[config.mk]
export PLATFORM = sky130hd
export DESIGN_NAME = alu_pipe
export DESIGN_NICKNAME = d
export VERILOG_FILES = /design/src/rtl/alu_pipe.sv
export SDC_FILE = /design/constraint.sdc
export NUM_CORES = 1
export LEC_CHECK = 0
export CORE_ASPECT_RATIO = 1.25
export CORE_UTILIZATION = 55
export DETAILED_ROUTE_END_ITERATION = 16
export PLACE_DENSITY = 0.81
export SLEW_MARGIN = 40
export SYNTH_ARGS = -nofsm -noshare
export SYNTH_HDL_FRONTEND = slang
export SYNTH_SLANG_ARGS = --single-unit
export TNS_END_PERCENT = 1
[constraint.sdc]
create_clock -name clk -period 4.89 [get_ports clk]
set_input_delay 0.489 -clock clk [delete_from_list [all_inputs] [get_ports clk]]
set_output_delay 0.489 -clock clk [all_outputs]
set_load 0.02 [all_outputs]
[src/rtl/alu_pipe.sv]
// Pipelined integer ALU functional unit with valid/ready handshakes on both
// sides, full backpressure and a global flush. The result is computed in the
// accept cycle and then carried through STAGES registers with its tags.
module alu_pipe #(
  parameter int XLEN      = 32,
  parameter int P_WIDTH   = 6,
  parameter int ROB_WIDTH = 5,
  parameter int STAGES    = 2
) (
  input  logic                 clk,
  input  logic                 rst,
  input  logic                 flush,
  input  logic                 in_valid,
  output logic                 in_ready,
  input  logic [3:0]           in_aluop,
  input  logic                 in_m1_sel,
  input  logic                 in_m2_sel,
  input  logic                 in_rs1_use,
  input  logic                 in_rs2_use,
  input  logic [P_WIDTH-1:0]   in_rs1_paddr,
  input  logic [P_WIDTH-1:0]   in_rs2_paddr,
  input  logic [31:0]          in_pc,
  input  logic [XLEN-1:0]      in_imm,
  input  logic [P_WIDTH-1:0]   in_pd,
  input  logic                 in_rd_we,
  input  logic [ROB_WIDTH-1:0] in_rob_idx,
  output logic [P_WIDTH-1:0]   rs1_paddr,
  output logic [P_WIDTH-1:0]   rs2_paddr,
  input  logic [XLEN-1:0]      p1_data,
  input  logic [XLEN-1:0]      p2_data,
  output logic                 out_valid,
  input  logic                 out_ready,
  output logic [XLEN-1:0]      out_data,
  output logic [P_WIDTH-1:0]   out_pd,
  output logic                 out_rd_we,
  output logic [ROB_WIDTH-1:0] out_rob_idx,
  output logic                 out_illegal
);

  localparam int SH_W = (XLEN == 64) ? 6 : 5;

  typedef enum logic [3:0] {
    OP_ADD  = 4'd0,
    OP_SUB  = 4'd1,
    OP_SLT  = 4'd2,
    OP_SLTU = 4'd3,
    OP_XOR  = 4'd4,
    OP_SLL  = 4'd5,
    OP_OR   = 4'd6,
    OP_AND  = 4'd7,
    OP_SRL  = 4'd8,
    OP_SRA  = 4'd9
  } aluop_e;

  typedef struct packed {
    logic [XLEN-1:0]      data;
    logic [P_WIDTH-1:0]   pd;
    logic                 rd_we;
    logic [ROB_WIDTH-1:0] rob_idx;
    logic                 illegal;
  } entry_t;

  logic [XLEN-1:0] op_a, op_b, alu_res;
  logic [SH_W-1:0] shamt;
  logic            alu_illegal;

  entry_t            stg  [STAGES];
  entry_t            e_in [STAGES];
  logic [STAGES-1:0] vld;
  logic [STAGES-1:0] v_in;
  logic [STAGES-1:0] adv;

  assign rs1_paddr = in_rs1_use ? in_rs1_paddr : '0;
  assign rs2_paddr = in_rs2_use ? in_rs2_paddr : '0;

  // Operand selection and the ALU proper, evaluated in the accept cycle.
  always_comb begin
    // NOTE: every output of a combinational block gets a default first so
    // no path through the case can leave it unassigned and infer a latch.
    alu_res     = '0;
    alu_illegal = 1'b0;
    op_a        = in_m1_sel ? XLEN'(in_pc) : p1_data;
    op_b        = in_m2_sel ? in_imm : p2_data;
    shamt       = op_b[SH_W-1:0];
    case (aluop_e'(in_aluop))
      OP_ADD:  alu_res = op_a + op_b;
      OP_SUB:  alu_res = op_a - op_b;
      OP_SLT:  alu_res = XLEN'($signed(op_a) < $signed(op_b));
      OP_SLTU: alu_res = XLEN'(op_a < op_b);
      OP_XOR:  alu_res = op_a ^ op_b;
      OP_SLL:  alu_res = op_a << shamt;
      OP_OR:   alu_res = op_a | op_b;
      OP_AND:  alu_res = op_a & op_b;
      OP_SRL:  alu_res = op_a >> shamt;
      OP_SRA:  alu_res = XLEN'($signed(op_a) >>> shamt);
      default: alu_illegal = 1'b1;
    endcase
  end

  // Advance chain: a stage moves if it or any stage downstream is empty, or
  // the output handshakes. Walked from the output back toward the input.
  always_comb begin
    logic go;
    adv = '0;
    go  = out_ready;
    for (int k = STAGES - 1; k >= 0; k--) begin
      go     = go | ~vld[k];
      adv[k] = go;
    end
  end

  // What each stage would load if it advances: stage 0 takes the new op,
  // later stages take their predecessor.
  always_comb begin
    v_in[0]         = in_valid & ~flush;
    e_in[0].data    = alu_res;
    e_in[0].pd      = in_pd;
    e_in[0].rd_we   = in_rd_we;
    e_in[0].rob_idx = in_rob_idx;
    e_in[0].illegal = alu_illegal;
    for (int k = 1; k < STAGES; k++) begin
      v_in[k] = vld[k-1];
      e_in[k] = stg[k-1];
    end
  end

  assign in_ready = adv[0];

  // Valid bits: cleared by reset or flush, otherwise refilled on advance.
  always_ff @(posedge clk) begin
    // NOTE: sequential state uses non-blocking assignments so every register
    // samples pre-edge values regardless of statement order.
    if (!rst) begin
      vld <= '0;
    end else if (flush) begin
      vld <= '0;
    end else begin
      for (int k = 0; k < STAGES; k++) begin
        if (adv[k]) vld[k] <= v_in[k];
      end
    end
  end

  // Payload registers: only written when a valid entry moves in, so an empty
  // stage keeps its last contents and the output stage keeps its reset zeros.
  for (genvar k = 0; k < STAGES; k++) begin : g_stage
    if (k == STAGES - 1) begin : g_out
      // Output stage payload, cleared by reset so out_* read zero.
      always_ff @(posedge clk) begin
        if (!rst) stg[k] <= '0;
        else if (adv[k] && v_in[k]) stg[k] <= e_in[k];
      end
    end else begin : g_mid
      // Inner stage payload; qualified by its valid bit.
      always_ff @(posedge clk) begin
        // NOTE: inner payload needs no reset; the valid bit alone decides
        // whether its contents mean anything.
        if (adv[k] && v_in[k]) stg[k] <= e_in[k];
      end
    end
  end

  assign out_valid   = vld[STAGES-1];
  assign out_data    = stg[STAGES-1].data;
  assign out_pd      = stg[STAGES-1].pd;
  assign out_rd_we   = stg[STAGES-1].rd_we;
  assign out_rob_idx = stg[STAGES-1].rob_idx;
  assign out_illegal = stg[STAGES-1].illegal;

endmodule

==> results of run 1 <==
## logic make-up after synthesis
family,count (synthesis),share of synthesized area [%]
AOI/OAI and AO/OA,473,25.6
xor gates and xnor gates,25,1.78
adders and majority gates,99,10.2
buffers and inverters,205,6.95
DFF,92,22.3
muxes,167,14.1
and+or+nand+nor,495,19.0
## area by class of cell
class	instances	area (um^2)
diodes	1	2.50
multi-input cells	1259	8740
clock inverters	7	65.1
repair buffers	285	2700
well taps	279	349
clock buffers	9	225
fillers	1733	6530
flip-flops and latches	92	2740
inverters	92	348
## Yosys cell counts (9+ instances only)
cell	instances	area [um^2]
ha_1	97	1210
nand3_1	25	125
xnor2_1	22	193
buf_1	11	41.3
buf_2	25	125
mux2_2	20	225
nor3_1	28	140
a21o_1	10	75.1
o21bai_1	17	128
inv_1	89	334
edfxtp_1	90	2700
o21ai_0	96	480
nand2b_1	14	87.6
and2_1	64	400
mux2i_1	143	1430
a31oi_1	15	93.8
o221ai_1	14	123
nor2_1	176	661
o22ai_1	9	56.3
a21oi_1	133	666
nor4_1	12	75.1
a211oi_1	35	263
a22oi_1	19	143
a221oi_1	19	166
clkbuf_1	66	248
o211ai_1	33	248
nand2_1	119	447
nor2b_1	13	81.3
## worst max-delay path, stage by stage
cell	delay (ns)
clkdlybuf4s50_1	0.50
mux2i_4	0.09
inv_4	0.12
buf_4	0.53
mux2i_1	0.79
mux2i_1	0.31
nor2_1	0.18
a21oi_1	0.09
a21oi_1	0.47
o21ai_0	0.15
a211oi_1	0.18
o21ai_0	0.32
## registers in the layout (all words and copies together), names as in the netlist
| signal | count |
|---|---|
| vld | 2 |
| stg | 90 |
## metal layers
layer,wire length (um),vias to the layer above,track usage [%]
met2,23800,1217,74.8
li1,-,6054,-
met1,19200,6354,55.7
met5,0,-,0.222
met3,6540,315,10.8
met4,5260,0,37.8
## worst min path at each step
| stage | startpoint | to | cells past startpoint |
|---|---|---|---|
| 2_1_floorplan | vld[0] | vld[1] | 2 |
| 6_report | stg[0][17] | stg[1][17] | 1 |
| 3_3_place_gp | vld[1] | vld[1] | 2 |
| 5_1_grt | stg[0][17] | stg[1][17] | 1 |
| 4_1_cts | stg[0][17] | stg[1][17] | 1 |
| 3_5_place_dp | stg[0][17] | stg[1][17] | 1 |
## power breakdown
group	switching [mW]	leakage (nW)	total, mW	internal, mW
Clock	0.359	0.146	0.719	0.360
Sequential	0.0166	0.907	0.943	0.926
Combinational	1.20	5.22	1.91	0.713
## through the flow
step / hold slack, ns / setup slack [ns] / instances / utilization, % / total power [mW]
floorplan: 0.461 / 0.339 / 1556 / - / 2.10
global placement: 0.485 / 0.611 / 2007 / 68.6 / 2.74
detailed placement: 0.509 / 0.501 / 2007 / 68.6 / 2.77
CTS: 0.514 / 0.863 / 2023 / 69.9 / 3.47
global route: 0.520 / 0.598 / 2023 / 69.9 / 3.69
finish: 0.507 / 0.602 / 2024 / 69.9 / 3.58
==> impl_results.md, run 1 <==
* Status: completed
* Depth of the worst register-to-register path at 3
* Pwr Density at 236 mW/mm^2
* Highest clock rate at about 230 MHz
* Pin count of the biggest net entering global routing at 60
* Clock buffer depth at 2
* Vias in the first global route at 13338
* Starting Density at a little under three fifths
* Post-layout min period at ~4.3 ns
* Post-route clock skew at 0.0200 ns
* Wirelength per Cell at approximately 27 um
* Peak VDD IR at approximately 240 uV
* GRT Overall Usage at a little under half
* Worst-Margin Slew at ~0.85 ns
* Setup violators final at 0
* RSZ-0062 raised after global routing: no
* GRT overflow at 0
* Inserted Clock Buffers at 9
* Element type at the critical path start: input port
* Setup crit end: stg[0][18]
* Crit-path max FO at 42
* Die ar. at ~0.023 mm^2
* Final Cycle Share at 87.7%
* Design Area, Final at between 0.015 and 0.02 mm^2
* CP endpoint kind: register
* Syn. warnings at 0
* Number of port buffers at ~220
* Post-synth EDFFs at 90
* Clk root buf: clkbuf_16
* Worst slew margin at a little over two fifths
* CTS clk-pin slew, worst paths at roughly 0.090 ns
* Register area share after synthesis at roughly 22%
* First-pass iteration count of the detailed router at 8
* Max Cap Viol at 0
* Main flop type after synthesis: edfxtp_1
* First-pass GRT wire length at approximately 81 mm
* Remaining DRCs at 0
* Synthesis-stage register bit count at 92
* Synth Instances at ~1600
* CP arrival at about 4.3 ns
* Max-slew violations at 0
* Final nets at approximately 2000
* Reg2reg end: stg[0][12]
* CP Data Required Time at 4.88 ns
* Final hold vios at 0
* Commonest non-fill, non-tap cell in the layout: clkdlybuf4s50_1
* Die height at roughly 170 um
* Async S/R FF share, synth at 0%
* Hpwl dp at 42.0 mm
* H-tree level count at 3
* Reg-to-reg slack, setup at between 3 and 4 ns
* Core Region at 0.0217 mm^2
* Initial antenna violation count at 0
* Synth unique cells at 90
* Die Wd at around 140 um
* Area Growth Syn to Fin at 23.6%
* Most frequent cells in the layout: clkdlybuf4s50_1 (220), nor2_1 (175), mux2i_1 (140), a21oi_1 (133), nand2_1 (119)
* Post-Place Cell Area at approximately 0.015 mm^2
* Post-DRT Antenna Nets at 0
* Post-Syn Nets at approximately 1800
* Sum Neg Setup Slack at 0 ns
* Post-CTS Setup Repair Bufs at 0
* Via count at 13940
* Post-Route WL at 54.9 mm
* Worst r2r src: vld[1]
* Syn avg cell area at 7.89 um^2
* Row count at 60
* Crit Path Class: in -> reg
* CTS tree: done
* Hold WC Path Type: reg -> reg
* CTS hold repair buffers at 0
* TritonCTS Sinks at 92
* Post-CTS sizing at 0
* Clock Latency Late Sink at between 0.3 and 0.4 ns
* GPL Wtd Cong at around 1.1
* Crit. Startpoint: in_imm[0]
* Leak at 6.27 nW
* Initial DRC count at around 2000
* Io pins at around 220
* Vias per inst at ~7
* Synth Cell Area at ~0.012 mm^2
* Fraction of layout cells with a size suffix above 1 at slightly below 8%
Note: power is estimated with default switching activity, not from simulation.
==> inputs of run 2 (changes only) <==
--- a/config.mk
+++ b/config.mk
@@ -5,8 +5,10 @@
 export SDC_FILE = /design/constraint.sdc
 export NUM_CORES = 1
 export LEC_CHECK = 0
+export CELL_PAD_IN_SITES_DETAIL_PLACEMENT = 0
+export CELL_PAD_IN_SITES_GLOBAL_PLACEMENT = 1
 export CORE_ASPECT_RATIO = 1.25
-export CORE_UTILIZATION = 55
+export CORE_UTILIZATION = 40
 export DETAILED_ROUTE_END_ITERATION = 16
 export PLACE_DENSITY = 0.81
 export SLEW_MARGIN = 40
==> run 2 against run 1 <==
Core utilization fell by 18 points. Hold slack gained 0.0015 ns. Final cell count grew 7.1%. Non-clock buffer count is 22 higher. Combinational power increased by 2%. Die area up 37%. Critical endpoint is now stg[0][43]. Largest cell class unchanged.
==> impl_results.md, run 2 (synthesis gave the netlist of run 1 again) <==
* Crit-path max FO at 15
* Post-route clock skew at roughly 0.02 ns
* Core Region at between 0.03 and 0.04 mm^2
* Biggest regs: stg: 90 flops, vld: 2 flops
* Die ar. at approximately 0.031 mm^2
* Post-CTS Setup Repair Bufs at 0
* Via count at between 10000 and 15000
* Reg with most FFs: stg
* Clk root buf: clkbuf_16
* Number of port buffers at 223
* First-pass iteration count of the detailed router at 8
* Starting Density at 40.8%
* Post-DRT Antenna Nets at 0
* CP Data Required Time at 5.03 ns
* Commonest non-fill, non-tap cell in the layout: clkdlybuf4s50_1
* Clock buffer depth at 2
* Final hold vios at 0
* Status: completed
* Sum Neg Setup Slack at 0 ns
* Slowest stage cell, crit path: nor3_1
* Fraction of layout cells with a size suffix above 1 at under 10%
* Clock Latency Late Sink at about 0.36 ns
* Max-slew violations at 0
* GPL Wtd Cong at between 1 and 1.5
* Pin count of the biggest net entering global routing at slightly above 60
* Leak at between 6 and 7 nW
* Io pins at between 200 and 250
* Hpwl dp at ~47 mm
* Post-Route WL at between 50 and 60 mm
* CP endpoint kind: register
* Initial DRC count at roughly 1300
* Power, Total at ~3.6 mW
* Die Wd at about 160 um
* GRT Overall Usage at between 30% and 40%
* Worst hold margin at 0.509 ns
* CTS tree: done
* Vias per inst at slightly above 6
* Setup violators final at 0
* Max Cap Viol at 0
* Crit path largest cell delay at 0.48 ns
* Max FFs per register at 90
* Final nets at 2025
* First-pass GRT wire length at 84.1 mm
* Area Growth Syn to Fin at 26.4%
* CTS hold repair buffers at 0
* Most frequent cells in the layout: clkdlybuf4s50_1 (220), nor2_1 (175), mux2i_1 (140), a21oi_1 (133), nand2_1 (119)
* Peak VDD IR at about 180 uV
* Final Cycle Share at a little under 90%
* GRT overflow at 0
* Initial antenna violation count at 3
* Element type at the critical path start: input port
* Row count at between 70 and 80
* Post-layout min period at between 4 and 5 ns
* Worst path cell trace: buf_2, buf_4, buf_4, mux2_2, inv_1, ha_1, nor3_1, o21ai_0, a311o_1, o2111ai_2, a21oi_1, o211ai_1, a31oi_1, xnor2_1, o21ai_0
* TritonCTS Sinks at 92
* Worst slew margin at between 40% and 50%
* Hold WC Path Type: reg -> reg
* CTS clk-pin slew, worst paths at around 0.070 ns
* H-tree level count at 3
* Remaining DRCs at 0
* Die height at roughly 200 um
* Vias in the first global route at 12788
* Highest clock rate at roughly 230 MHz
* Inserted Clock Buffers at 9
* Post-CTS sizing at 0
* RSZ-0062 raised after global routing: no
* Wirelength per Cell at 26.9 um
* Final core occ at about half
* Worst-Margin Slew at between 0.7 and 0.8 ns
* Crit Path Class: in -> reg
* CP arrival at 4.45 ns
* Pwr Density at 232 mW/mm^2
==> run 2: changes by cell type in the layout (fill, tap and decap cells not counted) <==
cell       change
a211oi_1       -1
a211oi_2       +1
and3_1         +1
and3_2         -1
buf_4         +22
bufinv_16      +1
clkbuf_1       +1
clkinv_4       -1
inv_6          +2
inv_8          -3
mux2i_2        -1
mux2i_4        +1
==> run 2: metrics by stage <==
step | instance area (um^2) | setup WS [ns] | cells
finish | 15500 | 0.578 | 2168
global route | 15500 | 0.337 | 2167
CTS | 15500 | 0.671 | 2167
detailed placement | 15200 | 0.300 | 2151
global placement | 15200 | 0.351 | 2151
floorplan | 12300 | 0.339 | 1556
==> run 2: area by class of cell <==
class / instances / area, um^2
inverters: 92 / 348
flip-flops and latches: 92 / 2740
well taps: 401 / 502
clock inverters: 6 / 70.1
repair buffers: 307 / 2860
fillers: 2934 / 14600
clock buffers: 10 / 229
multi-input cells: 1259 / 8760
diodes: 1 / 2.50
==> run 2: routing by layer <==
| metal | GRT usage (%) | wire length, um | vias up |
|---|---|---|---|
| met1 | 44.7 | 22200 | 6370 |
| li1 | - | - | 6111 |
| met3 | 6.19 | 4830 | 159 |
| met5 | 0 | 0 | - |
| met4 | 21.2 | 3730 | 0 |
| met2 | 62.2 | 27400 | 724 |
==> run 2: path summary, 6_finish.rpt <==
check | slack, ns | start | end | cells past startpoint
setup / recovery | 0.58 | in_m1_sel | stg[0][43] | 15
hold reg to reg | 0.51 | stg[0][21] | stg[1][21] | 1
setup reg to reg | 2.98 | vld[1] | stg[0][43] | 4
hold / removal | 0.51 | stg[0][21] | stg[1][21] | 1
==> run 2: where the power goes <==
group          internal (mW)  switching [mW]  total [mW]
clock network          0.402           0.315       0.718
logic                  0.735            1.21        1.95
registers              0.926          0.0140       0.940
==> run 2: critical path, delay by kind of cell <==
| kind | cells | cell delay (ns) |
|---|---|---|
| xor gates and xnor gates | 1 | 0.16 |
| adders and majority gates | 1 | 0.37 |
| buffers and inverters | 4 | 0.80 |
| and+or+nand+nor | 1 | 0.48 |
| muxes | 1 | 0.45 |
| AOI/OAI and AO/OA | 7 | 1.69 |
